`src/rtl/vga_ship_renderer_if.sv`:
```
// Signal bundle between a VGA timing source and the ship renderer.
// The master side drives pixel position, frame timing and vessel data; the slave side returns colour and load acknowledge.
interface vga_ship_renderer_if #(
    parameter int NCELLS = 4
);
    logic                    areaAtiva;
    logic [9:0]              linha;
    logic [9:0]              coluna;
    logic                    frameStart;
    logic [8*NCELLS-1:0]     posicoesEmbarcacao;
    logic [NCELLS-1:0]       acertos;
    logic                    visivel;
    logic                    load;
    logic                    loadAck;
    logic                    rgb_r;
    logic                    rgb_g;
    logic                    rgb_b;

    modport master (
        output areaAtiva, linha, coluna, frameStart,
        output posicoesEmbarcacao, acertos, visivel, load,
        input  loadAck, rgb_r, rgb_g, rgb_b
    );

    modport slave (
        input  areaAtiva, linha, coluna, frameStart,
        input  posicoesEmbarcacao, acertos, visivel, load,
        output loadAck, rgb_r, rgb_g, rgb_b
    );
endinterface

```
`src/rtl/vga_ship_renderer.sv`:
```
// Draws one vessel of NCELLS grid cells over a VGA raster, with hit cells blinking.
// Vessel updates are double-buffered and only take effect at the start of vertical blank.
module vga_ship_renderer #(
    parameter int NCELLS       = 4,
    parameter int COR_R        = 1,
    parameter int COR_G        = 0,
    parameter int COR_B        = 1,
    parameter int ORIGEM_X     = 16,
    parameter int ORIGEM_Y     = 16,
    parameter int PASSO_X      = 62,
    parameter int PASSO_Y      = 57,
    parameter int LARGURA      = 54,
    parameter int ALTURA       = 49,
    parameter int BLINK_FRAMES = 30
) (
    input logic               clk,
    input logic               rst,
    vga_ship_renderer_if.slave bus
);

    localparam logic [2:0] COR = {1'(COR_R), 1'(COR_G), 1'(COR_B)};

    typedef enum logic {
        S_IDLE,
        S_PENDING
    } state_t;

    state_t                r_state;
    state_t                w_state_next;
    logic                  w_apply;

    logic [8*NCELLS-1:0]   r_sh_pos;
    logic [NCELLS-1:0]     r_sh_hit;
    logic [8*NCELLS-1:0]   r_act_pos;
    logic [NCELLS-1:0]     r_act_hit;

    logic [9:0]            r_left [NCELLS];
    logic [9:0]            r_top  [NCELLS];
    logic [NCELLS-1:0]     r_en;
    logic [NCELLS-1:0]     r_hit;

    logic [7:0]            r_frame_cnt;
    logic                  r_phase;

    logic                  w_in_hit;
    logic                  w_in_plain;
    logic [2:0]            w_rgb_next;
    logic [2:0]            r_rgb;

    function automatic logic coord_ok(input logic [3:0] c);
        return (c >= 4'd1) && (c <= 4'd8);
    endfunction

    // NOTE: state registers use non-blocking assignments so every flop samples pre-edge values.
    always_ff @(posedge clk or posedge rst) begin
        if (rst) r_state <= S_IDLE;
        else     r_state <= w_state_next;
    end

    // NOTE: defaults first so no path leaves an output unassigned and infers a latch.
    always_comb begin
        w_state_next = r_state;
        w_apply      = 1'b0;
        case (r_state)
            S_IDLE: begin
                if (bus.load) w_state_next = S_PENDING;
            end
            S_PENDING: begin
                if (bus.frameStart) begin
                    w_apply = 1'b1;
                    if (!bus.load) w_state_next = S_IDLE;
                end
            end
            default: w_state_next = S_IDLE;
        endcase
    end

    assign bus.loadAck = w_apply;

    // A load coinciding with an apply still copies the old shadow: both sides see pre-edge values.
    always_ff @(posedge clk or posedge rst) begin
        if (rst) begin
            r_sh_pos  <= '0;
            r_sh_hit  <= '0;
            r_act_pos <= '0;
            r_act_hit <= '0;
        end else begin
            if (bus.load) begin
                r_sh_pos <= bus.posicoesEmbarcacao;
                r_sh_hit <= bus.acertos;
            end
            if (w_apply) begin
                r_act_pos <= r_sh_pos;
                r_act_hit <= r_sh_hit;
            end
        end
    end

    // NOTE: the per-cell geometry arrays are tiny flop banks, not RAM, so they are reset like any register.
    always_ff @(posedge clk or posedge rst) begin
        if (rst) begin
            for (int k = 0; k < NCELLS; k++) begin
                r_left[k] <= '0;
                r_top[k]  <= '0;
            end
            r_en  <= '0;
            r_hit <= '0;
        end else begin
            for (int k = 0; k < NCELLS; k++) begin
                r_left[k] <= 10'(ORIGEM_X) + (10'(r_act_pos[8*k +: 4]) - 10'd1) * 10'(PASSO_X);
                r_top[k]  <= 10'(ORIGEM_Y) + (10'(r_act_pos[8*k+4 +: 4]) - 10'd1) * 10'(PASSO_Y);
                r_en[k]   <= coord_ok(r_act_pos[8*k +: 4]) && coord_ok(r_act_pos[8*k+4 +: 4]);
                r_hit[k]  <= r_act_hit[k];
            end
        end
    end

    always_ff @(posedge clk or posedge rst) begin
        if (rst) begin
            r_frame_cnt <= '0;
            r_phase     <= 1'b0;
        end else if (bus.frameStart) begin
            if (r_frame_cnt == 8'(BLINK_FRAMES - 1)) begin
                r_frame_cnt <= '0;
                r_phase     <= ~r_phase;
            end else begin
                r_frame_cnt <= r_frame_cnt + 8'd1;
            end
        end
    end

    // Bounds are compared at 11 bits so left+LARGURA cannot wrap near the 10-bit limit.
    always_comb begin
        w_in_hit   = 1'b0;
        w_in_plain = 1'b0;
        for (int k = 0; k < NCELLS; k++) begin
            if (r_en[k]
                && ({1'b0, bus.coluna} > {1'b0, r_left[k]})
                && ({1'b0, bus.coluna} < ({1'b0, r_left[k]} + 11'(LARGURA)))
                && ({1'b0, bus.linha}  > {1'b0, r_top[k]})
                && ({1'b0, bus.linha}  < ({1'b0, r_top[k]} + 11'(ALTURA)))) begin
                if (r_hit[k]) w_in_hit   = 1'b1;
                else          w_in_plain = 1'b1;
            end
        end

        w_rgb_next = 3'b000;
        if (bus.areaAtiva && bus.visivel) begin
            if (w_in_hit)        w_rgb_next = r_phase ? 3'b111 : 3'b000;
            else if (w_in_plain) w_rgb_next = COR;
        end
    end

    always_ff @(posedge clk or posedge rst) begin
        if (rst) r_rgb <= 3'b000;
        else     r_rgb <= w_rgb_next;
    end

    assign bus.rgb_r = r_rgb[2];
    assign bus.rgb_g = r_rgb[1];
    assign bus.rgb_b = r_rgb[0];

endmodule

```
`src/flat_wrapper.sv`:
```
// flat-port wrapper written by rule: the top's interface ports become plain ports
module vga_ship_renderer_flat 
#(
    parameter int NCELLS       = 4,
    parameter int COR_R        = 1,
    parameter int COR_G        = 0,
    parameter int COR_B        = 1,
    parameter int ORIGEM_X     = 16,
    parameter int ORIGEM_Y     = 16,
    parameter int PASSO_X      = 62,
    parameter int PASSO_Y      = 57,
    parameter int LARGURA      = 54,
    parameter int ALTURA       = 49,
    parameter int BLINK_FRAMES = 30
)
  (clk, rst, bus_areaAtiva, bus_linha, bus_coluna, bus_frameStart, bus_posicoesEmbarcacao, bus_acertos, bus_visivel, bus_load, bus_loadAck, bus_rgb_r, bus_rgb_g, bus_rgb_b);
  vga_ship_renderer_if #(.NCELLS(NCELLS)) bus_i ();
  input logic clk;
  input logic rst;
  input wire logic [$bits(bus_i.areaAtiva)-1:0] bus_areaAtiva;
  input wire logic [$bits(bus_i.linha)-1:0] bus_linha;
  input wire logic [$bits(bus_i.coluna)-1:0] bus_coluna;
  input wire logic [$bits(bus_i.frameStart)-1:0] bus_frameStart;
  input wire logic [$bits(bus_i.posicoesEmbarcacao)-1:0] bus_posicoesEmbarcacao;
  input wire logic [$bits(bus_i.acertos)-1:0] bus_acertos;
  input wire logic [$bits(bus_i.visivel)-1:0] bus_visivel;
  input wire logic [$bits(bus_i.load)-1:0] bus_load;
  output wire logic [$bits(bus_i.loadAck)-1:0] bus_loadAck;
  output wire logic [$bits(bus_i.rgb_r)-1:0] bus_rgb_r;
  output wire logic [$bits(bus_i.rgb_g)-1:0] bus_rgb_g;
  output wire logic [$bits(bus_i.rgb_b)-1:0] bus_rgb_b;
  assign bus_i.areaAtiva = bus_areaAtiva;
  assign bus_i.linha = bus_linha;
  assign bus_i.coluna = bus_coluna;
  assign bus_i.frameStart = bus_frameStart;
  assign bus_i.posicoesEmbarcacao = bus_posicoesEmbarcacao;
  assign bus_i.acertos = bus_acertos;
  assign bus_i.visivel = bus_visivel;
  assign bus_i.load = bus_load;
  assign bus_loadAck = bus_i.loadAck;
  assign bus_rgb_r = bus_i.rgb_r;
  assign bus_rgb_g = bus_i.rgb_g;
  assign bus_rgb_b = bus_i.rgb_b;
  vga_ship_renderer #(.NCELLS(NCELLS), .COR_R(COR_R), .COR_G(COR_G), .COR_B(COR_B), .ORIGEM_X(ORIGEM_X), .ORIGEM_Y(ORIGEM_Y), .PASSO_X(PASSO_X), .PASSO_Y(PASSO_Y), .LARGURA(LARGURA), .ALTURA(ALTURA), .BLINK_FRAMES(BLINK_FRAMES)) u_core (.clk(clk), .rst(rst), .bus(bus_i));
endmodule
```
`config.mk`:
```
export PLATFORM = sky130hd
export DESIGN_NAME = vga_ship_renderer_flat
export DESIGN_NICKNAME = d
export VERILOG_FILES = /design/src/rtl/vga_ship_renderer_if.sv /design/src/rtl/vga_ship_renderer.sv /design/src/flat_wrapper.sv
export SDC_FILE = /design/constraint.sdc
export NUM_CORES = 1
export LEC_CHECK = 0
export BUFFER_PORTS_ARGS = -buffer_cell sky130_fd_sc_hd__buf_2
export CAP_MARGIN = 40
export CORE_ASPECT_RATIO = 0.75
export CORE_MARGIN = 2
export CORE_UTILIZATION = 33
export CTS_CLUSTER_DIAMETER = 50
export DETAILED_ROUTE_END_ITERATION = 8
export GPL_TIMING_DRIVEN = 0
export HOLD_SLACK_MARGIN = 0.03
export PLACE_DENSITY = 0.5
export SYNTH_ARGS = -nofsm -noshare
export SYNTH_HDL_FRONTEND = slang
export SYNTH_SLANG_ARGS = --single-unit
```
`constraint.sdc`:
```
create_clock -name clk -period 11.3 [get_ports clk]
set_input_delay 2.26 -clock clk [delete_from_list [all_inputs] [get_ports clk]]
set_output_delay 2.26 -clock clk [all_outputs]
set_load 0.01 [all_outputs]
```
==> impl_metrics.json <==
{
  "status": "completed",
  "synth_area_leaders": "dfrtp_1 (28%), ha_1 (25%), xnor2_1 (8.5%)",
  "fillers": 4484,
  "post_cts_buffers": 0,
  "tightestPinTransition_ns": 0.808,
  "clk_pin_slew_ns": 0.08,
  "ioPinCount": 66,
  "syn_to_final_growth_pct": 11.3,
  "fin_nets": 1994,
  "cap_viol_max_count": 0,
  "root_buffer": "clkbuf_16",
  "grt_util_all_layers_pct": 14.8,
  "gp_congestion": 0.824,
  "yosysMostFrequentCell": "ha_1",
  "crit_buf_inv": 5,
  "period_needed_ns": 6.45,
  "hold_class": "reg2reg",
  "drtIter0Drc": 488,
  "synth-seq-cells": 168,
  "critPathKind": "in2out",
  "synthMuxAreaShare_pct": 4.89,
  "final_util_pct": 37.5,
  "ant_nets": 0,
  "synth_fa_ha_area_share_pct": 30.7,
  "clock_sinks": 168,
  "period_share_pct": 57.1,
  "wl_mm": 33.2,
  "dpl_worst_slack_ns": 4.78,
  "critPathMaxStageDelay_ns": 0.64,
  "ys_seq_area_share_pct": 27.8,
  "register_area_um2": 4200,
  "crit_family": "buffers and inverters",
  "grt_pass1_wl_mm": 55.5,
  "critPathCaptureType": "output port",
  "synth_simple_gate_area_share_pct": 9.53,
  "drc": 0,
  "dr.pass1.iters": 5,
  "multi_input_area_um2": 10200,
  "cpMaxStageDelayCell": "clkbuf_1",
  "place_hpwl_mm": 26.8,
  "synth_edf_count": 0,
  "syn-num-nets": 1908,
  "timing.fmax_mhz": 155,
  "synthXorXnorAreaFrac_pct": 11.6,
  "ys_warn_count": 0,
  "synth_cell_types": 69,
  "synth_top_area_cell": "dfrtp_1",
  "synth-compound-area-share_pct": 10.4,
  "ctsHoldBuffers": 0,
  "ctsLongestPathBuffers": 2,
  "grt_max_degree": 119,
  "synth_flop_cell": "dfrtp_1",
  "syn-instance-count": 1501,
  "io_buffers": 64,
  "synth_top_area_share_pct": 27.8,
  "fin_ws_ns": 4.85,
  "skew_ns": 0.0157,
  "start_kind": "input pin",
  "slew_headroom_pct": 46.1,
  "grt_overflow": 0,
  "viasPerCell": 4.75,
  "hold_viol": 0,
  "initial_utilization_pct": 33.7,
  "antenna_found_initial": 0,
  "rsz0062_at_grt": "no",
  "cp_data_required_time_ns": 9.04,
  "die-width_um": 251,
  "drive_above_1_share_pct": 12.0,
  "fp.dieH_um": 189,
  "clk_latency_ns": 0.46,
  "numCtsBuffers": 17,
  "grt_pass1_vias": 10400,
  "synth_top_family_by_area": "adder cells",
  "timing.hold.ws_ns": 0.375,
  "crit_chain": "buf_2 > nand2_1 > inv_1 > clkbuf_1 > clkbuf_1 > buf_2",
  "core_region_area_um2": 44900,
  "rows": 67,
  "avgSynthCellArea_um2": 10.1,
  "cp_max_fo": 10,
  "antenna_cells": 0,
  "tns_ns": 0,
  "slew_viol_final": 0,
  "cts_resized": 0,
  "htree_levels": 4,
  "wire_per_inst_um": 15.2,
  "ys_async_sr_fraction_pct": 100,
  "finalSetupViolCount": 0,
  "dieArea_um2": 47600,
  "cts_tree": "yes",
  "synth_area_um2": 15100,
  "yosys-top-cells-count": "ha_1 (301), inv_1 (184), dfrtp_1 (168)",
  "num_vias": 10400,
  "cp.arrival_ns": 4.19
}
[cells in the final DEF (no fill, tap or decap), types with 10 or more instances in the layout]
| cell type | n |
|---|---|
| nand3_1 | 28 |
| xnor2_1 | 147 |
| clkbuf_1 | 15 |
| xor2_1 | 38 |
| ha_1 | 301 |
| dfrtp_1 | 168 |
| inv_1 | 183 |
| clkbuf_16 | 17 |
| nand2_1 | 92 |
| fa_1 | 44 |
| nand2b_1 | 10 |
| o21ai_0 | 59 |
| buf_2 | 65 |
| or2_2 | 11 |
| nor3_1 | 13 |
| a21oi_1 | 81 |
| nand4_1 | 29 |
| mux2i_1 | 12 |
| a21o_1 | 28 |
| mux2_2 | 55 |
| nor2b_1 | 11 |
| nor2_1 | 32 |
| and2_1 | 10 |
[through the flow]
stage / std cells / area [µm²]
finish: 2186 / 16800
global route: 2186 / 16800
CTS: 2186 / 16800
detailed placement: 2154 / 16200
global placement: 2151 / 16200
floorplan: 1501 / 15100
[final cells by class]
class | count | area share [%]
Multi-Input combinational cell | 1130 | 60.3
Sequential cell | 168 | 25.0
Tap cell | 586 | 4.35
Inverter | 186 | 4.19
Clock buffer | 17 | 2.53
Timing Repair Buffer | 67 | 2.22
Clock inverter | 15 | 1.03
Buffer | 17 | 0.409
[final timing paths]
kind                                     startpoint  slack, ns                end  depth (start not counted)
worst min register to register  u_core.r_act_hit[2]       0.37    u_core.r_hit[2]                          0
min in group asynchronous                       rst       1.81     u_core.r_state                          2
max in group asynchronous                       rst       8.55   u_core.r_top[36]                          3
worst max register to register  u_core.r_act_pos[8]       6.94  u_core.r_left[29]                         16
worst min-delay path            u_core.r_act_hit[2]       0.37    u_core.r_hit[2]                          0
worst max-delay path                 bus_frameStart       4.85        bus_loadAck                          6
[worst register-to-register path, stage by stage (launching register included)]
cell	delay, ns
dfrtp_1	0.44
inv_1	0.14
ha_1	0.27
xor2_1	0.39
inv_1	0.19
fa_1	0.54
inv_1	0.07
fa_1	0.48
xnor2_1	0.15
xnor2_1	0.13
ha_1	0.32
inv_1	0.07
o21bai_1	0.27
xor2_1	0.26
and2_1	0.18
nand3_1	0.10
xnor2_1	0.27
[registers in the layout, indices dropped and copies added, names as in the netlist]
register / flops
u_core.r_top: 40
u_core.r_left: 36
u_core.r_act_pos: 32
u_core.r_sh_pos: 32
u_core.r_frame_cnt: 8
u_core.r_act_hit: 4
u_core.r_en: 4
u_core.r_hit: 4
u_core.r_sh_hit: 4
u_core.r_rgb: 2
u_core.r_phase: 1
u_core.r_state: 1
[per-layer routing]
| metal | share of wire (%) | GRT usage (%) | wire (µm) | vias up |
|---|---|---|---|---|
| met4 | 1.2 | 3.91 | 414 | 0 |
| met1 | 55 | 22.5 | 18100 | 4882 |
| met2 | 41 | 21.2 | 13500 | 126 |
| li1 | - | - | - | 5350 |
| met3 | 3.5 | 2.61 | 1170 | 28 |
| met5 | 0 | 0 | 0 | - |
[cells by family (layout without fill, tap and decap cells)]
| logic type | Yosys count | in the layout |
|---|---|---|
| compound gates | 247 | 247 |
| fa+ha+maj | 345 | 345 |
| xor+xnor | 193 | 193 |
| mux | 67 | 67 |
| simple gates | 278 | 278 |
| flops | 168 | 168 |
| buf+inv | 203 | 302 |
Power is not shown: default switching activity piles up to over one toggle a cycle in this logic, so the estimate is an artifact.
